--- src/rtl/toy_cipher_round_ctrl.sv ---
// Iterative round controller for the 4-bit toy cipher: owns state/key/round registers around an external S-box/key-add stage.
// Optional temporal-redundancy round check enabled by defining DUPLICATE_ROUND_CHECK_EN.
module toy_cipher_round_ctrl #(
  parameter int unsigned ROUNDS = 4
) (
  input  logic        clock,
  input  logic        reset,
  input  logic        io_in_valid,
  output logic        io_in_ready,
  input  logic [3:0]  io_in_plaintext,
  input  logic [15:0] io_in_key,
  output logic [3:0]  io_sbox_state,
  output logic [3:0]  io_sbox_key,
  input  logic [3:0]  io_sbox_out,
  output logic        io_out_valid,
  input  logic        io_out_ready,
  output logic [3:0]  io_out_ciphertext,
  output logic        io_fault
);

  localparam logic [1:0] S_IDLE    = 2'd0;
  localparam logic [1:0] S_RUN     = 2'd1;
  localparam logic [1:0] S_DONE    = 2'd2;
`ifdef DUPLICATE_ROUND_CHECK_EN
  localparam logic [1:0] S_RUN_CHK = 2'd3;
`endif

  localparam logic [3:0] LAST_RND = 4'(ROUNDS);

  logic [1:0]  state_q, state_d;
  logic [3:0]  st_q, st_d;
  logic [15:0] key_q, key_d;
  logic [3:0]  rnd_q, rnd_d;
  logic        run_active;
  logic [3:0]  round_key;
`ifdef DUPLICATE_ROUND_CHECK_EN
  logic [3:0]  tmp_q, tmp_d;
  logic        fault_q, fault_d;
`endif

  always_comb begin
    state_d = state_q;
    st_d    = st_q;
    key_d   = key_q;
    rnd_d   = rnd_q;
`ifdef DUPLICATE_ROUND_CHECK_EN
    tmp_d   = tmp_q;
    fault_d = fault_q;
`endif
    case (state_q)
      S_IDLE: begin
        if (io_in_valid) begin
          // Whitening with key nibble 0 happens on the accepting edge
          st_d    = io_in_plaintext ^ io_in_key[3:0];
          key_d   = io_in_key;
          rnd_d   = 4'd1;
`ifdef DUPLICATE_ROUND_CHECK_EN
          fault_d = 1'b0;
`endif
          state_d = S_RUN;
        end
      end
      S_RUN: begin
`ifdef DUPLICATE_ROUND_CHECK_EN
        tmp_d   = io_sbox_out;
        state_d = S_RUN_CHK;
`else
        st_d = io_sbox_out;
        if (rnd_q == LAST_RND) begin
          state_d = S_DONE;
        end else begin
          rnd_d = rnd_q + 4'd1;
        end
`endif
      end
`ifdef DUPLICATE_ROUND_CHECK_EN
      S_RUN_CHK: begin
        // Second evaluation of the same round must reproduce the first
        if (io_sbox_out == tmp_q) begin
          st_d = io_sbox_out;
          if (rnd_q == LAST_RND) begin
            state_d = S_DONE;
          end else begin
            rnd_d   = rnd_q + 4'd1;
            state_d = S_RUN;
          end
        end else begin
          fault_d = 1'b1;
          state_d = S_DONE;
        end
      end
`endif
      S_DONE: begin
        if (io_out_ready) begin
          state_d = S_IDLE;
        end
      end
      default: state_d = S_IDLE;
    endcase
  end

  always_ff @(posedge clock or negedge reset) begin
    if (!reset) begin
      state_q <= S_IDLE;
      st_q    <= '0;
      key_q   <= '0;
      rnd_q   <= '0;
    end else begin
      state_q <= state_d;
      st_q    <= st_d;
      key_q   <= key_d;
      rnd_q   <= rnd_d;
    end
  end

`ifdef DUPLICATE_ROUND_CHECK_EN
  always_ff @(posedge clock or negedge reset) begin
    if (!reset) begin
      tmp_q   <= '0;
      fault_q <= 1'b0;
    end else begin
      tmp_q   <= tmp_d;
      fault_q <= fault_d;
    end
  end
`endif

  // Round r uses key nibble (r mod 4)
  always_comb begin
    round_key = '0;
    case (rnd_q[1:0])
      2'd0: round_key = key_q[3:0];
      2'd1: round_key = key_q[7:4];
      2'd2: round_key = key_q[11:8];
      2'd3: round_key = key_q[15:12];
      default: round_key = '0;
    endcase
  end

  always_comb begin
    run_active = (state_q == S_RUN);
`ifdef DUPLICATE_ROUND_CHECK_EN
    run_active = run_active || (state_q == S_RUN_CHK);
`endif
    io_in_ready       = (state_q == S_IDLE);
    io_out_valid      = (state_q == S_DONE);
    io_sbox_state     = run_active ? st_q : '0;
    io_sbox_key       = run_active ? round_key : '0;
    io_out_ciphertext = (state_q == S_DONE) ? st_q : '0;
`ifdef DUPLICATE_ROUND_CHECK_EN
    io_fault          = fault_q;
    if (fault_q) begin
      io_out_ciphertext = '0;
    end
`else
    io_fault          = 1'b0;
`endif
  end

endmodule

--- config.mk ---
export PLATFORM = sky130hd
export DESIGN_NAME = toy_cipher_round_ctrl
export DESIGN_NICKNAME = d
export VERILOG_FILES = /design/src/rtl/toy_cipher_round_ctrl.sv
export SDC_FILE = /design/constraint.sdc
export NUM_CORES = 1
export LEC_CHECK = 0
export CAP_MARGIN = 20
export CORE_ASPECT_RATIO = 0.8
export CORE_MARGIN = 1.5
export CORE_UTILIZATION = 34
export DETAILED_ROUTE_END_ITERATION = 6
export PLACE_DENSITY = 0.63
export SYNTH_ARGS = -nofsm -noshare
export SYNTH_HDL_FRONTEND = slang
export SYNTH_SLANG_ARGS = --single-unit
--- constraint.sdc ---
create_clock -name clock -period 2.35 [get_ports clock]
set_input_delay 0.47 -clock clock [delete_from_list [all_inputs] [get_ports clock]]
set_output_delay 0.47 -clock clock [all_outputs]
set_load 0.01 [all_outputs]
Word level (Yosys, flattened, before mapping)
Cells that the tools add are included.
{"block": "word_totals", "n_memories": 0, "output_inout_bits": 15, "latchBits": 0, "ram_bits": 0, "register_bits": 26, "inputBits": 28, "elab_cells": 36, "romBits": 0}
{"block": "op_classes", "n_mux": 13, "n_lt_le_gt_ge": 0, "n_mul": 0, "addsub": 1, "n_bitwise": 1, "shift": 0, "n_eq_ne": 10, "div": 0, "n_reduce_logical": 7}
{"operator": "$mux W4", "n": 6}
{"operator": "$pmux W4 S2", "n": 2}
{"operator": "$pmux W4 S4", "n": 1}
{"operator": "$eq A2 B2 Y1 const B", "n": 3}
{"operator": "$mux W2", "n": 3}
{"operator": "$pmux W2 S3", "n": 1}
{"operator": "$reduce_and A3 Y1", "n": 2}
{"operator": "$add A4 B1 Y4 const B", "n": 1}
{"operator": "$eq A2 B1 Y1 const B", "n": 2}
{"operator": "$eq A4 B3 Y1 const B", "n": 1}
{"operator": "$logic_not A2 Y1", "n": 2}
{"operator": "$ne A2 B1 Y1 const B", "n": 2}
{"operator": "$ne A2 B2 Y1 const B", "n": 2}
{"operator": "$reduce_and A2 Y1", "n": 2}
{"operator": "$xor A4 B4 Y4", "n": 1}
{"operator": "$reduce_bool A2 Y1", "n": 1}

Longest topological paths before layout
Gate-level depths: netlist (run 1).
{"block": "depth", "depth_word": 3, "ltp_mapped": 6, "mapped_depth_nobuf": 5}

Worst setup path before layout (run 1)
OpenSTA, ideal clock, no wires.
{"block": "synth_path", "kind": "reg2out", "from": "register rnd_q[0]", "to": "output io_sbox_key[3]", "required_time_ps": 1880, "path_buffers": 1, "slack_ps": 642, "path_stages_with_launch": 6, "t_arrival_ps": 1238, "cell_sequence": "dfrtp_1 > inv_1 > ha_1 > buf_2 > a21oi_1 > a221oi_1"}
{"block": "synth_via", "elab_chain_len": 3, "elab_cells_between_ends": 6, "classes_between": "eq/ne: 3; mux: 2; reduce/logical: 1"}
{"item": "from (decl)", "line": "33", "source": "logic [3:0] rnd_q, rnd_d;"}
{"item": "from (signal assigned)", "line": "112", "source": "rnd_q <= rnd_d;"}
{"item": "$eq A2 B2 Y1, or another cell as far along", "line": "131", "source": "case (rnd_q[1:0])"}
{"item": "$pmux W4 S4 (*)", "line": "131"}
{"item": "$mux W4 (*)", "line": "148", "source": "io_sbox_key = run_active ? round_key : '0;"}
{"item": "to (decl)", "line": "13", "source": "output logic [3:0] io_sbox_key,"}
Mark *: on every way between the ends. The rest lies on a longest branch, timed or not.

Worst setup path in the final report (run 1)
{"block": "layout_path", "from": "register state_q[1]", "to": "output io_sbox_state[1]"}
{"block": "layout_via", "elab_chain_len": 2}
{"item": "from (decl)", "line": "30", "source": "logic [1:0] state_q, state_d;"}
{"item": "from (signal assigned)", "line": "109", "source": "state_q <= state_d;"}
{"item": "$eq A2 B1 Y1", "line": "141", "source": "run_active = (state_q == S_RUN);"}
{"item": "$mux W4", "line": "147", "source": "io_sbox_state = run_active ? st_q : '0;"}
{"item": "to (decl)", "line": "12", "source": "output logic [3:0] io_sbox_state,"}
Every way passes these cells.

==> impl_metrics.tcl, run 1 <==
set metrics [dict create \
    seq_power_share_pct 35.9 \
    async_flop_share_pct 100.0 \
    cp_slowest_cell "clkdlybuf4s50_1" \
    clk_path_buf_depth 2 \
    path_clk_slew_ns 0.09 \
    setup_viol 0 \
    crit_path_max_incr_delay_ns 0.53 \
    vias 1088 \
    syn_inst 126 \
    fmax_mhz 442.7 \
    grt_pass1_vias 1052 \
    crit_family "buffers and inverters" \
    avgSynthCellArea_um2 10.81 \
    drv_cap 0 \
    hpwl_um 2233 \
    die_w_um 73.78 \
    cts_buffers 3 \
    drt_iter0_drc 40 \
    dr.pass1.iters 4 \
    power.total_mw 2.292 \
    clock_latency_ns 0.27 \
    root_buffer "clkbuf_8" \
    path_cells "nor2b_1, buf_4, and2_1, clkdlybuf4s50_1" \
    start_util_pct 35.59 \
    path_max_fanout 8 \
    track_usage_pct 14.32 \
    synth_cell_types 29 \
    die_area_um2 4398 \
    power_frac_clock_pct 12.6 \
    cp_num_buf_inv 2 \
    grt_pass1_wl_um 4850 \
    overflow 0 \
    cp-start-kind "flop" \
    numClockSinks 26 \
    powerDensity_nw_per_um2 1204 \
    io_pins 43 \
    port-buffer-count 41 \
    internal_power_mw 1.460 \
    synth_edf_count 0 \
    fin_util_pct 49.74 \
    worst_hold_slack_ns 0.5214 \
    fin_nets 202 \
    switchingPower_uw 832.6 \
    chipHeight_um 59.62 \
    ant_nets 0 \
    ys_seq_elements 26 \
    remaining_drc_errors 0 \
    postCtsSetupBuffers 0 \
    antennaDiodeCount 0 \
    crit_type "reg2out" \
    wl_um 2950 \
    drive_above_1_share_pct 13.02 \
    cts_hold_buf 0 \
    coreArea_um2 3829 \
    p_comb_share_pct 51.5 \
    hold_viol 0 \
    status "completed" \
    ys_warn_count 0 \
    wl_per_cell_um 13.17 \
    synth_nets 158 \
    cts.htree.levels 1 \
    p_leak_nw 0.8428 \
    grt_max_degree 30 \
    rsz0062_at_grt "true" \
    syn_area_um2 1363 \
    final.fill_count 367 \
    rows 20 \
    reg2reg_slack_ns 0.78 \
    end_kind "output pin" \
    cp_data_arrival_time_ns 1.79 \
    yosysSeqAreaShare_pct 47.75 \
    finalMaxSlewViolations 0 \
    skew_ns 0.001897 \
    finalWeightedCongestion 0.7677 \
    critical_path_required_ns 1.88 \
    cts_tree "yes" \
    p_sw_share_pct 36.32 \
    vdd_drop_max_uv 571.5 \
    synth_flop_cell "dfrtp_1" \
    period_minus_slack_ns 2.259 \
    route.detailed.vias_per_inst 4.857 \
    min_period_over_period_pct 96.13 \
    hold_path_class "reg2reg" \
    syn_to_final_growth_pct 39.76 \
    antenna_found_initial 0 \
]
-- area by class of cell --
type                    instances  area (um^2)  share of cell area (%)
flip-flops and latches         26        650.6                   34.17
multi-input cells              85        641.9                   33.71
repair buffers                 46        457.9                   24.05
well taps                      55        68.82                   3.614
clock buffers                   4        55.05                   2.891
inverters                       8        30.03                   1.577
-- power by group through the flow --
stage,logic [mW],registers [mW],clock network (mW)
finish,1.18,0.824,0.288
global route,1.30,0.857,0.316
CTS,1.18,0.823,0.294
detailed placement,1.17,0.832,0
global placement,1.14,0.821,0
floorplan,0.740,0.777,0
-- path summary, 6_finish.rpt --
path | start | to | depth (start not counted)
min reg2reg | key_q[7]$_DFFE_PN0P_ | key_q[7]$_DFFE_PN0P_ | 1
max | state_q[1]$_DFFE_PN0P_ | io_sbox_state[1] | 4
max in group asynchronous | reset | key_q[5]$_DFFE_PN0P_ | 2
min in group asynchronous | reset | rnd_q[2]$_DFFE_PN0P_ | 2
min | key_q[7]$_DFFE_PN0P_ | key_q[7]$_DFFE_PN0P_ | 1
max reg2reg | state_q[0]$_DFFE_PN0P_ | key_q[14]$_DFFE_PN0P_ | 4
-- flip-flops by register name, summed over array words and instances, names as in the netlist --
name / count
rnd_q: 4
state_q: 2
st_q: 4
key_q: 16
-- synthesized netlist by cell type, drive strengths merged (4+ instances only) --
| cell type | instances | area (um^2) |
|---|---|---|
| a21oi | 7 | 35.03 |
| nand2 | 9 | 33.78 |
| and2 | 9 | 56.30 |
| mux2 | 12 | 135.1 |
| mux2i | 4 | 40.04 |
| xor2 | 4 | 35.03 |
| dfrtp | 26 | 650.6 |
| ha | 4 | 50.05 |
| buf | 7 | 57.55 |
| inv | 8 | 30.03 |
| a22oi | 5 | 37.54 |
| a221oi | 4 | 35.03 |
| o21ai | 9 | 45.04 |
-- metrics by stage --
step                      instances  setup slack [ns]  instance area, um^2   TNS, ns
final                           224           0.09104                 1904         0
after global routing            224          -0.02288                 1904   -0.1003
after CTS                       224           -0.2441                 1879   -0.8873
after detailed placement        220          -0.01194                 1822  -0.02184
after global placement          220            0.1106                 1822         0
after floorplan                 126            0.6424                 1363         0
-- layout by cell type, fill, tap and decap left out, types with 2 or more instances in the layout --
cell and instances:
a21oi_1 7, a221oi_1 4, a22oi_1 5, and2_1 9, buf_4 5, clkbuf_8 4
clkdlybuf4s50_1 37, dfrtp_1 26, dlymetal6s2s_1 4, ha_2 2, inv_1 8, mux2_1 3
mux2_2 9, mux2i_1 4, nand2_1 9, nand2b_1 2, nand3_1 2, nor2_1 2
nor2b_1 2, o21ai_0 9, o31ai_1 2, xor2_1 4
-- per-layer routing --
layer  wire length (um)  part of all wire, %  vias up  track usage, %
met5                  0                    0        -               0
li1                   -                    -      523               -
met4                 27                 0.92        0           2.646
met2               1359                   46       42           22.65
met1               1334                   45      521           19.79
met3                229                  7.8        2           4.082
-- logic make-up after synthesis --
kind of cell    after synthesis  synth area share (%)
simple gates                 29                 11.85
fa+ha+maj                     4                 3.673
xor+xnor                      4                 2.571
mux                          16                 12.86
other cells                   1                0.2752
flops                        26                 47.75
buf+inv                      15                 6.428
compound gates               31                 14.60
-- what timing repair did --
| item | CTS | global route |
|---|---|---|
| gates resized for setup | 1 | 7 |
| gates cloned | 0 | 0 |
| endpoints found under the setup margin | 4 | 11 |
No activity file was read; power rests on OpenSTA's default activity.
==> inputs of run 2 (changes only) <==
Settings changed: DONT_BUFFER_PORTS set to 1, PLACE_DENSITY 0.63 to 0.49.
==> run 2 against run 1 <==
  * Global-route usage is 1.3 points lower
  * Highest routed layer unchanged
  * Fmax is 1.5% higher
  * Combinational power is 27% lower
  * Cell count is 19% lower
  * Clock power is 27% higher
  * Clock skew is 0.0027 ns higher
  * Non-clock buffer count is 42 lower
  * Via count is 16% lower
==> impl_metrics.tcl, run 2 (synthesized netlist as in run 1, its figures left out) <==
set metrics [dict create \
    path_cells "inv_1, ha_1, a21oi_1, a221oi_1" \
    setup_viol 0 \
    cp_slowest_cell "a221oi_1" \
    timing.final.ws_setup_ns 0.1243 \
    path_clk_slew_ns 0.09 \
    reg2regPathDepth 5 \
    vdd_drop_max_uv 588.4 \
    wl_per_cell_um 14.53 \
    dp_slack_ns 0.4389 \
    hold_viol 0 \
    cts_buffers 3 \
    rsz0062_at_grt "true" \
    stdcell_area_um2 1500 \
    switchingPower_uw 775.3 \
    layout_commonest_cell "dfrtp_1" \
    chipHeight_um 59.62 \
    numClockSinks 26 \
    post_dp_cell_area_um2 1403 \
    powerDensity_nw_per_um2 1372 \
    multi_input_area_um2 636.9 \
    crit_path_max_incr_delay_ns 0.48 \
    top_regs "key_q (16), rnd_q (4), st_q (4)" \
    min_period_over_period_pct 94.71 \
    r2r-start "rnd_q[1]$_DFFE_PN0P_" \
    p_leak_nw 0.6472 \
    grt_pass1_wl_um 4250 \
    worst_hold_slack_ns 0.004320 \
    final.fill_count 398 \
    drv_cap 0 \
    fmax_mhz 449.3 \
    crit_family "compound AO/OA/AOI/OAI gates" \
    grt_max_degree 30 \
    p_sw_share_pct 37.66 \
    status "completed" \
    start_util_pct 35.59 \
    die_w_um 73.78 \
    antenna_found_initial 0 \
    finalWeightedCongestion 0.7314 \
    antennaDiodeCount 0 \
    period_minus_slack_ns 2.226 \
    port-buffer-count 0 \
    postCtsSetupBuffers 0 \
    dr.pass1.iters 4 \
    syn_to_final_growth_pct 10.10 \
    io_pins 43 \
    clk_path_buf_depth 2 \
    hold_path_class "in2async" \
    seq_power_share_pct 40.5 \
    cp_num_buf_inv 1 \
    critical_path_required_ns 1.88 \
    drive_above_1_share_pct 14.96 \
    cts_tree "yes" \
    reg2reg_slack_ns 0.73 \
    root_buffer "clkbuf_8" \
    clock_latency_ns 0.27 \
    path_max_fanout 10 \
    hpwl_um 2004 \
    ant_nets 0 \
    r2r-end "rnd_q[2]$_DFFE_PN0P_" \
    p_comb_share_pct 41.8 \
    finalMaxSlewViolations 0 \
    fin_nets 160 \
    drt_iter0_drc 92 \
    end_kind "output pin" \
    route.detailed.vias_per_inst 5.000 \
    power_frac_clock_pct 17.7 \
    cp_data_arrival_time_ns 1.76 \
    track_usage_pct 13.00 \
    internal_power_mw 1.284 \
    regArea_um2 650.6 \
    vias 910 \
    cp-start-kind "flop" \
    fin_util_pct 39.18 \
    die_area_um2 4398 \
    grt_pass1_vias 908 \
    rows 20 \
    largest_register_ffs 16 \
    remaining_drc_errors 0 \
    final_cell_mix "dfrtp_1 (26), and2_1 (9), mux2_2 (9), nand2_1 (9), o21ai_0 (9)" \
    cts.htree.levels 1 \
    regMostFlops "key_q" \
    wl_um 2644 \
    crit_type "reg2out" \
    overflow 0 \
    coreArea_um2 3829 \
    skew_ns 0.004607 \
]
run 2: power groups by stage:
| stage | Clock [mW] | Sequential, mW | Combinational (mW) |
|---|---|---|---|
| 5_1_grt | 0.394 | 0.868 | 0.968 |
| 4_1_cts | 0.377 | 0.833 | 0.865 |
| 2_1_floorplan | 0 | 0.777 | 0.740 |
| 3_5_place_dp | 0 | 0.844 | 0.848 |
| 3_3_place_gp | 0 | 0.836 | 0.825 |
| 6_report | 0.365 | 0.834 | 0.860 |
run 2: layout make-up:
type,count,share of cell area [%]
clock buffer,3,2.752
tap,55,4.587
multi-input combinational,85,42.45
clock inverter,1,2.002
timing repair buffer,4,2.836
inverter,8,2.002
sequential,26,43.37
run 2: worst max-delay path by stage:
stage / startpoint / cells after the start / end
after floorplan: rnd_q[0]$_DFFE_PN0P_ / 5 / io_sbox_key[3]
after global placement: rnd_q[0]$_DFFE_PN0P_ / 4 / io_sbox_key[2]
after detailed placement: rnd_q[1]$_DFFE_PN0P_ / 4 / io_sbox_key[1]
after CTS: rnd_q[1]$_DFFE_PN0P_ / 4 / io_sbox_key[1]
after global routing: rnd_q[1]$_DFFE_PN0P_ / 4 / io_sbox_key[1]
final: rnd_q[1]$_DFFE_PN0P_ / 4 / io_sbox_key[1]
run 2: what timing repair did:
| item | 4_1_cts | 5_1_grt |
|---|---|---|
| endpoints found under the setup margin | 0 | 2 |
| hold buffers | 1 | 0 |
| resized for setup | 0 | 1 |
| endpoints found under the hold margin | 26 | 0 |
run 2: metrics by stage:
step                      power [mW]  TNS [ns]  std cells
final                          2.059         0        182
after global routing           2.230  -0.02425        182
after CTS                      2.074         0        182
after detailed placement       1.692         0        177
after global placement         1.662         0        177
after floorplan                1.517         0        126
run 2: layer usage:
layer	global-route usage [%]	vias up	wire length, um
met2	19.95	18	1268
met1	18.04	455	1236
met5	0	-	0
met4	2.381	0	17
li1	-	435	-
met3	4.422	2	121
run 2: worst register-to-register path, cell delays in order, from the launching register on:
cell,delay [ns]
dfrtp_1,0.43
inv_1,0.13
ha_1,0.36
and3b_1,0.25
nor2_1,0.08
a311oi_1,0.26
